### src/rtl/riscv_fetch_ctrl_pkg.sv
// rtl/riscv_fetch_ctrl_pkg.sv - shared fetch-stage types and constants
package riscv_fetch_ctrl_pkg;

    typedef enum logic [1:0] {
        FS_IDLE = 2'd0,
        FS_REQ  = 2'd1,
        FS_WAIT = 2'd2
    } fetch_state_e;

    localparam logic [31:0] INS_NOP = 32'h0000_0013;

endpackage

### src/rtl/riscv_fetch_buf.sv
// rtl/riscv_fetch_buf.sv - circular instruction FIFO with flush; head word read straight from storage registers
module riscv_fetch_buf #(
    parameter int DATA_W = 64,
    parameter int DEPTH  = 2,
    localparam int PTR_W = $clog2(DEPTH)
) (
    input  logic              clk_i,
    input  logic              reset_i,
    input  logic              flush_i,
    input  logic              push_i,
    input  logic [DATA_W-1:0] push_data_i,
    input  logic              pop_i,
    output logic              valid_o,
    output logic [DATA_W-1:0] data_o,
    output logic [PTR_W:0]    count_o
);

    logic [DATA_W-1:0] r_mem [DEPTH];
    logic [PTR_W-1:0]  r_wptr;
    logic [PTR_W-1:0]  r_rptr;
    logic [PTR_W:0]    r_count;
    logic              w_full;
    logic              w_pop;
    logic              w_push;

    assign w_full  = (r_count == (PTR_W + 1)'(DEPTH));
    assign w_pop   = pop_i && (r_count != '0);
    // A full buffer still accepts a push when the head leaves in the same cycle.
    assign w_push  = push_i && (!w_full || w_pop);
    assign valid_o = (r_count != '0);
    assign data_o  = r_mem[r_rptr];
    assign count_o = r_count;

    always_ff @(posedge clk_i or negedge reset_i) begin
        if (!reset_i) begin
            for (int i = 0; i < DEPTH; i++) begin
                r_mem[i] <= '0;
            end
            r_wptr  <= '0;
            r_rptr  <= '0;
            r_count <= '0;
        end else if (flush_i) begin
            r_wptr  <= '0;
            r_rptr  <= '0;
            r_count <= '0;
        end else begin
            if (w_push) begin
                r_mem[r_wptr] <= push_data_i;
                r_wptr        <= r_wptr + PTR_W'(1);
            end
            if (w_pop) begin
                r_rptr <= r_rptr + PTR_W'(1);
            end
            r_count <= r_count + (PTR_W + 1)'(w_push) - (PTR_W + 1)'(w_pop);
        end
    end

endmodule

### src/rtl/riscv_fetch_ctrl.sv
// rtl/riscv_fetch_ctrl.sv - IF-stage sequencer: steers riscv_pc, issues one imem request at a time, buffers words for decode
module riscv_fetch_ctrl
    import riscv_fetch_ctrl_pkg::*;
#(
    parameter int PC_SIZE   = 32,
    parameter int INS_WIDTH = 32,
    parameter int BUF_DEPTH = 2
) (
    input  logic                 clk_i,
    input  logic                 reset_i,
    input  logic [PC_SIZE-1:0]   pc_addr_i,
    output logic                 ird_o,
    output logic                 branch_taken_o,
    output logic [PC_SIZE-1:0]   jump_addr_o,
    output logic                 imem_req_o,
    output logic [PC_SIZE-1:0]   imem_addr_o,
    input  logic                 imem_gnt_i,
    input  logic                 imem_rvalid_i,
    input  logic [INS_WIDTH-1:0] imem_rdata_i,
    input  logic                 redirect_i,
    input  logic [PC_SIZE-1:0]   redirect_addr_i,
    input  logic                 halt_i,
    output logic                 ins_valid_o,
    input  logic                 ins_ready_i,
    output logic [INS_WIDTH-1:0] ins_data_o,
    output logic [PC_SIZE-1:0]   ins_pc_o
);

    localparam int CNT_W = $clog2(BUF_DEPTH) + 1;
    localparam int BUF_W = INS_WIDTH + PC_SIZE;

    fetch_state_e       r_state;
    logic               r_req;
    logic [PC_SIZE-1:0] r_req_pc;
    logic               r_pend;
    logic [PC_SIZE-1:0] r_pend_addr;
    logic               r_kill;

    logic               w_ird;
    logic               w_rsp;
    logic               w_push;
    logic               w_pop;
    logic               w_go;
    logic [CNT_W-1:0]   w_count;
    logic [CNT_W-1:0]   w_next_count;
    logic [PC_SIZE-1:0] w_jump;
    logic [BUF_W-1:0]   w_head;

    assign w_ird  = r_req && imem_gnt_i;
    assign w_rsp  = (r_state == FS_WAIT) && imem_rvalid_i;
    assign w_push = w_rsp && !r_kill;
    assign w_pop  = ins_valid_o && ins_ready_i;

    // Occupancy after this edge; a redirect empties the buffer regardless of push/pop.
    assign w_next_count = redirect_i ? '0 : (w_count + CNT_W'(w_push) - CNT_W'(w_pop));
    assign w_go         = !halt_i && (w_next_count < CNT_W'(BUF_DEPTH));

    assign ird_o          = w_ird;
    assign imem_req_o     = r_req;
    assign imem_addr_o    = r_req ? pc_addr_i : '0;
    assign branch_taken_o = r_pend || redirect_i;
    assign w_jump         = redirect_i ? redirect_addr_i : r_pend_addr;
    assign jump_addr_o    = {w_jump[PC_SIZE-1:2], 2'b00};
    assign ins_data_o     = w_head[BUF_W-1:PC_SIZE];
    assign ins_pc_o       = w_head[PC_SIZE-1:0];

    always_ff @(posedge clk_i or negedge reset_i) begin
        if (!reset_i) begin
            r_state  <= FS_IDLE;
            r_req    <= 1'b0;
            r_req_pc <= '0;
        end else begin
            case (r_state)
                FS_IDLE: begin
                    if (w_go) begin
                        r_state <= FS_REQ;
                        r_req   <= 1'b1;
                    end
                end
                FS_REQ: begin
                    if (imem_gnt_i) begin
                        r_state  <= FS_WAIT;
                        r_req    <= 1'b0;
                        r_req_pc <= pc_addr_i;
                    end
                end
                FS_WAIT: begin
                    if (imem_rvalid_i) begin
                        r_state <= w_go ? FS_REQ : FS_IDLE;
                        r_req   <= w_go;
                    end
                end
                default: begin
                    r_state <= FS_IDLE;
                    r_req   <= 1'b0;
                end
            endcase
        end
    end

    // A redirect granted in the same cycle is already consumed by the PC, so ird wins over setting pend.
    always_ff @(posedge clk_i or negedge reset_i) begin
        if (!reset_i) begin
            r_pend      <= 1'b0;
            r_pend_addr <= '0;
            r_kill      <= 1'b0;
        end else begin
            if (w_ird) begin
                r_pend <= 1'b0;
            end else if (redirect_i) begin
                r_pend <= 1'b1;
            end
            if (redirect_i) begin
                r_pend_addr <= redirect_addr_i;
            end
            if (w_rsp) begin
                r_kill <= 1'b0;
            end else if ((r_state == FS_WAIT) && redirect_i) begin
                r_kill <= 1'b1;
            end
        end
    end

    riscv_fetch_buf #(
        .DATA_W (BUF_W),
        .DEPTH  (BUF_DEPTH)
    ) u_buf (
        .clk_i       (clk_i),
        .reset_i     (reset_i),
        .flush_i     (redirect_i),
        .push_i      (w_push),
        .push_data_i ({imem_rdata_i, r_req_pc}),
        .pop_i       (w_pop),
        .valid_o     (ins_valid_o),
        .data_o      (w_head),
        .count_o     (w_count)
    );

endmodule

### config.mk
export PLATFORM = sky130hd
export DESIGN_NAME = riscv_fetch_ctrl
export DESIGN_NICKNAME = d
export VERILOG_FILES = /design/src/rtl/riscv_fetch_ctrl_pkg.sv /design/src/rtl/riscv_fetch_buf.sv /design/src/rtl/riscv_fetch_ctrl.sv
export SDC_FILE = /design/constraint.sdc
export NUM_CORES = 1
export LEC_CHECK = 0
export CAP_MARGIN = 5
export CORE_AREA = 10 10 144 146
export CTS_BUF_LIST = sky130_fd_sc_hd__clkbuf_8
export DETAILED_ROUTE_END_ITERATION = 12
export DIE_AREA = 0 0 154 156
export PLACE_DENSITY_LB_ADDON = 0.12
export SLEW_MARGIN = 40
export SYNTH_ARGS = -nofsm -noshare
export SYNTH_HDL_FRONTEND = slang
export SYNTH_SLANG_ARGS = --single-unit
### constraint.sdc
create_clock -name clk_i -period 2.8 [get_ports clk_i]
set_clock_uncertainty 0.15 [all_clocks]
set_input_delay 0.42 -clock clk_i [delete_from_list [all_inputs] [get_ports clk_i]]
set_output_delay 0.42 -clock clk_i [all_outputs]
set_load 0.02 [all_outputs]
==> flow_metrics.py <==
metrics = {
    "clock_network": {
        "postCtsSetupRepairBufs": 0,
        "clock_latency_ps": 450,
        "htreeDepth": 4,
        "cts.sink_count": 199,
        "clk_pin_slew_ps": 110,
        "cts_buffers": 17,
        "cts_tree": "done",
        "cts_root_buf": "clkbuf_8",
        "cts_buffer_depth": 2,
    },
    "floorplanning": {
        "start_util_pct": 49.1,
        "die_y_um": 156,
        "dieArea_um2": 24000,
        "rows": 49,
        "die_w_um": 154,
        "io_pins": 235,
        "core-area_um2": 17800,
    },
    "worst_setup_path": {
        "critPathBufInv": 3,
        "reg2reg_to": "u_buf.r_mem[13]$_DFFE_PN0P_",
        "path_depth": 4,
        "cp_cell_sequence": "clkdlybuf4s50_1 -> buf_12 -> mux2_2 -> clkdlybuf4s50_1",
        "slowest_delay_ps": 580,
        "worstPathArrival_ps": 2140,
        "crit_fanout": 24,
        "end_kind": "output pin",
        "cp_common_cell": "clkdlybuf4s50_1",
        "worst-r2r-setup-slack_ps": 620,
        "r2r_start": "r_state[0]$_DFFE_PN0P_",
        "cp_data_required_time_ps": 2230,
        "crit_slowest_cell": "clkdlybuf4s50_1",
        "crit_family": "buffers and inverters",
        "ff2ff_path_depth": 4,
        "critPathLaunch": "redirect_i",
        "critical_path_class": "primary input to output pin",
        "start_kind": "primary input",
    },
    "yosys": {
        "yosys_warnings": 0,
        "syn_inst": 562,
        "syn_area_per_cell_um2": 15.6,
        "synthesis.area_um2": 8750,
        "synth_seq_cells": 199,
        "ys_seq_area_share_pct": 56.9,
        "synth_cell_types": 30,
    },
    "power_and_ir_drop": {
        "internal_power_mw": 7.18,
        "swShare_pct": 34.0,
        "vdd_drop_max_v": 0.000571,
        "leakage_nw": 5.42,
        "p_comb_share_pct": 45.1,
        "p_sw_mw": 3.71,
        "p_per_area_nw_per_um2": 923,
        "p_clk_share_pct": 16.0,
        "seq_power_share_pct": 38.9,
        "power_mw": 10.9,
    },
    "timing": {
        "min_period_ps": 2710,
        "relSlewSlack_pct": 53.6,
        "period_share_pct": 96.7,
        "slew_violations": 0,
        "hold_violations": 0,
        "fin_hold_ws_ps": 359,
        "setup_viol": 0,
        "tns_ps": 0,
        "fmax_mhz": 369,
        "rsz0062_at_grt": "false",
        "worst_pin_slew_ps": 696,
    },
    "worst_hold_path": {
        "holdCritStartpoint": "r_pend_addr[19]$_DFF_PN0_",
        "worstHoldPathCells": 1,
        "whs_endpoint": "r_pend_addr[19]$_DFF_PN0_",
        "hold_class": "flop to flop",
    },
    "detailed_routing": {
        "drt-initial-drc-count": 132,
        "drtPass1Iterations": 4,
        "vias": 5309,
        "ant_nets": 0,
        "wl_per_cell_um": 19.8,
        "vias_per_cell": 5.11,
        "drcViolationCount": 0,
        "wirelength_um": 20600,
    },
    "place": {
        "dp_hpwl_um": 14500,
        "port_buffers": 230,
        "dp.cells": 1004,
        "gp_congestion": 0.738,
    },
    "layout": {
        "layout.nets": 901,
        "mostFrequentLayoutCell": "clkdlybuf4s50_1",
        "drive_above_1_share_pct": 38.1,
        "regArea_um2": 4980,
        "multi_input_area_um2": 3590,
        "final_cell_mix": "clkdlybuf4s50_1 (229), dfrtp_1 (198), mux2_2 (194)",
        "syn_to_final_growth_pct": 34.8,
        "finalCoreUtilization_pct": 66.1,
        "instances_no_fill": 1038,
        "fillers": 1279,
    },
    "run": {
        "max_cap_violations": 0,
    },
    "grt": {
        "grt_max_degree": 86,
        "antenna_found_initial": 2,
        "first_global_vias": 6223,
        "gr-total-overflow": 0,
        "grt_use_total_pct": 17.3,
        "grt_pass1_wl_um": 33500,
    },
    "run_status": {
        "outcome": "finished, final reports clean",
    },
}
-- cells by family (layout without fill, tap and decap cells) --
| kind of cell | count (synthesis) | in the layout | share of synthesized area (%) |
|---|---|---|---|
| xor+xnor | 3 | 3 | 0.300 |
| simple gates | 55 | 55 | 4.05 |
| other cells | 1 | 3 | 0.0428 |
| mux | 254 | 254 | 35.3 |
| compound gates | 11 | 11 | 0.743 |
| flops | 199 | 199 | 56.9 |
| buf+inv | 36 | 281 | 2.29 |
| fa+ha+maj | 3 | 3 | 0.429 |
-- state kept, by name (all words and copies together) (netlist names) --
| signal | cells |
|---|---|
| u_buf.count_o | 2 |
| r_state | 2 |
| u_buf.r_mem | 128 |
| u_buf.r_wptr | 1 |
| r_pend | 1 |
| r_pend_addr | 30 |
| u_buf.r_rptr | 1 |
| r_req_pc | 32 |
| r_kill | 1 |
| imem_req_o | 1 |
-- routing by layer --
layer  vias to the layer above  part of all wire, %  global-route usage [%]
met1                      2711                   40                    19.3
met4                         0                  1.1                    4.50
met3                        12                  7.5                    7.11
met2                       134                   52                    30.0
li1                       2452                    -                       -
met5                         -                    0                       0
-- worst max-delay path by stage --
| stage | end | slack [ps] |
|---|---|---|
| after floorplan | jump_addr_o[16] | 740 |
| after global placement | jump_addr_o[25] | 100 |
| after detailed placement | jump_addr_o[16] | 80 |
| after CTS | ird_o | 20 |
| after global routing | ins_pc_o[23] | 2 |
| final | jump_addr_o[25] | 90 |
-- per-stage QoR --
stage                     cell area [µm²]  setup slack, ps
after floorplan                      8760              735
final                               11800             92.5
after detailed placement            11400             77.2
after global placement              11400             97.1
after global routing                11800             1.92
after CTS                           11800             21.9
-- cell type report --
type	instances	area share (%)
tap	229	2.43
timing repair buffer	246	21.6
antenna	1	0.0212
sequential	199	42.2
clock buffer	17	1.98
multi-input combinational	328	30.4
inverter	3	0.0955
clock inverter	15	1.19
-- power groups by stage --
| stage | sequential [mW] | clock (mW) | combinational [mW] |
|---|---|---|---|
| after floorplan | 4.12 | 0 | 2.98 |
| after global placement | 4.20 | 0 | 4.90 |
| after detailed placement | 4.29 | 0 | 4.96 |
| after CTS | 4.24 | 1.80 | 5.00 |
| after global routing | 4.34 | 1.94 | 5.25 |
| final | 4.23 | 1.74 | 4.91 |
-- timing repair --
| action | in CTS | in global routing |
|---|---|---|
| endpoints found under the hold margin | 82 | 0 |
| setup endpoints to repair | 26 | 1 |
| gates resized for setup | 1 | 1 |
| hold buffers | 1 | 0 |
-- synth_stat cells (all sizes together) --
cell type  number  area, µm²
or3             1       6.26
inv             3       11.3
and3b           1       8.76
conb            1       3.75
or2             2       12.5
dfrtp         199       4980
nand4bb         1       27.5
xor2            1       8.76
o31ai           3       22.5
ha              3       37.5
or4             1       7.51
xnor2           2       17.5
nor2b           4       25.0
nand2           1       3.75
nor4b           1       8.76
o21ai           3       15.0
nand3           1       5.00
mux2          254       3090
a21oi           4       20.0
and2           34        213
clkbuf         14       52.6
o21a            1       7.51
nor3            2       10.0
nor2            5       18.8
buf            19        136
nor3b           1       7.51
(Power assumes the default switching activity.)
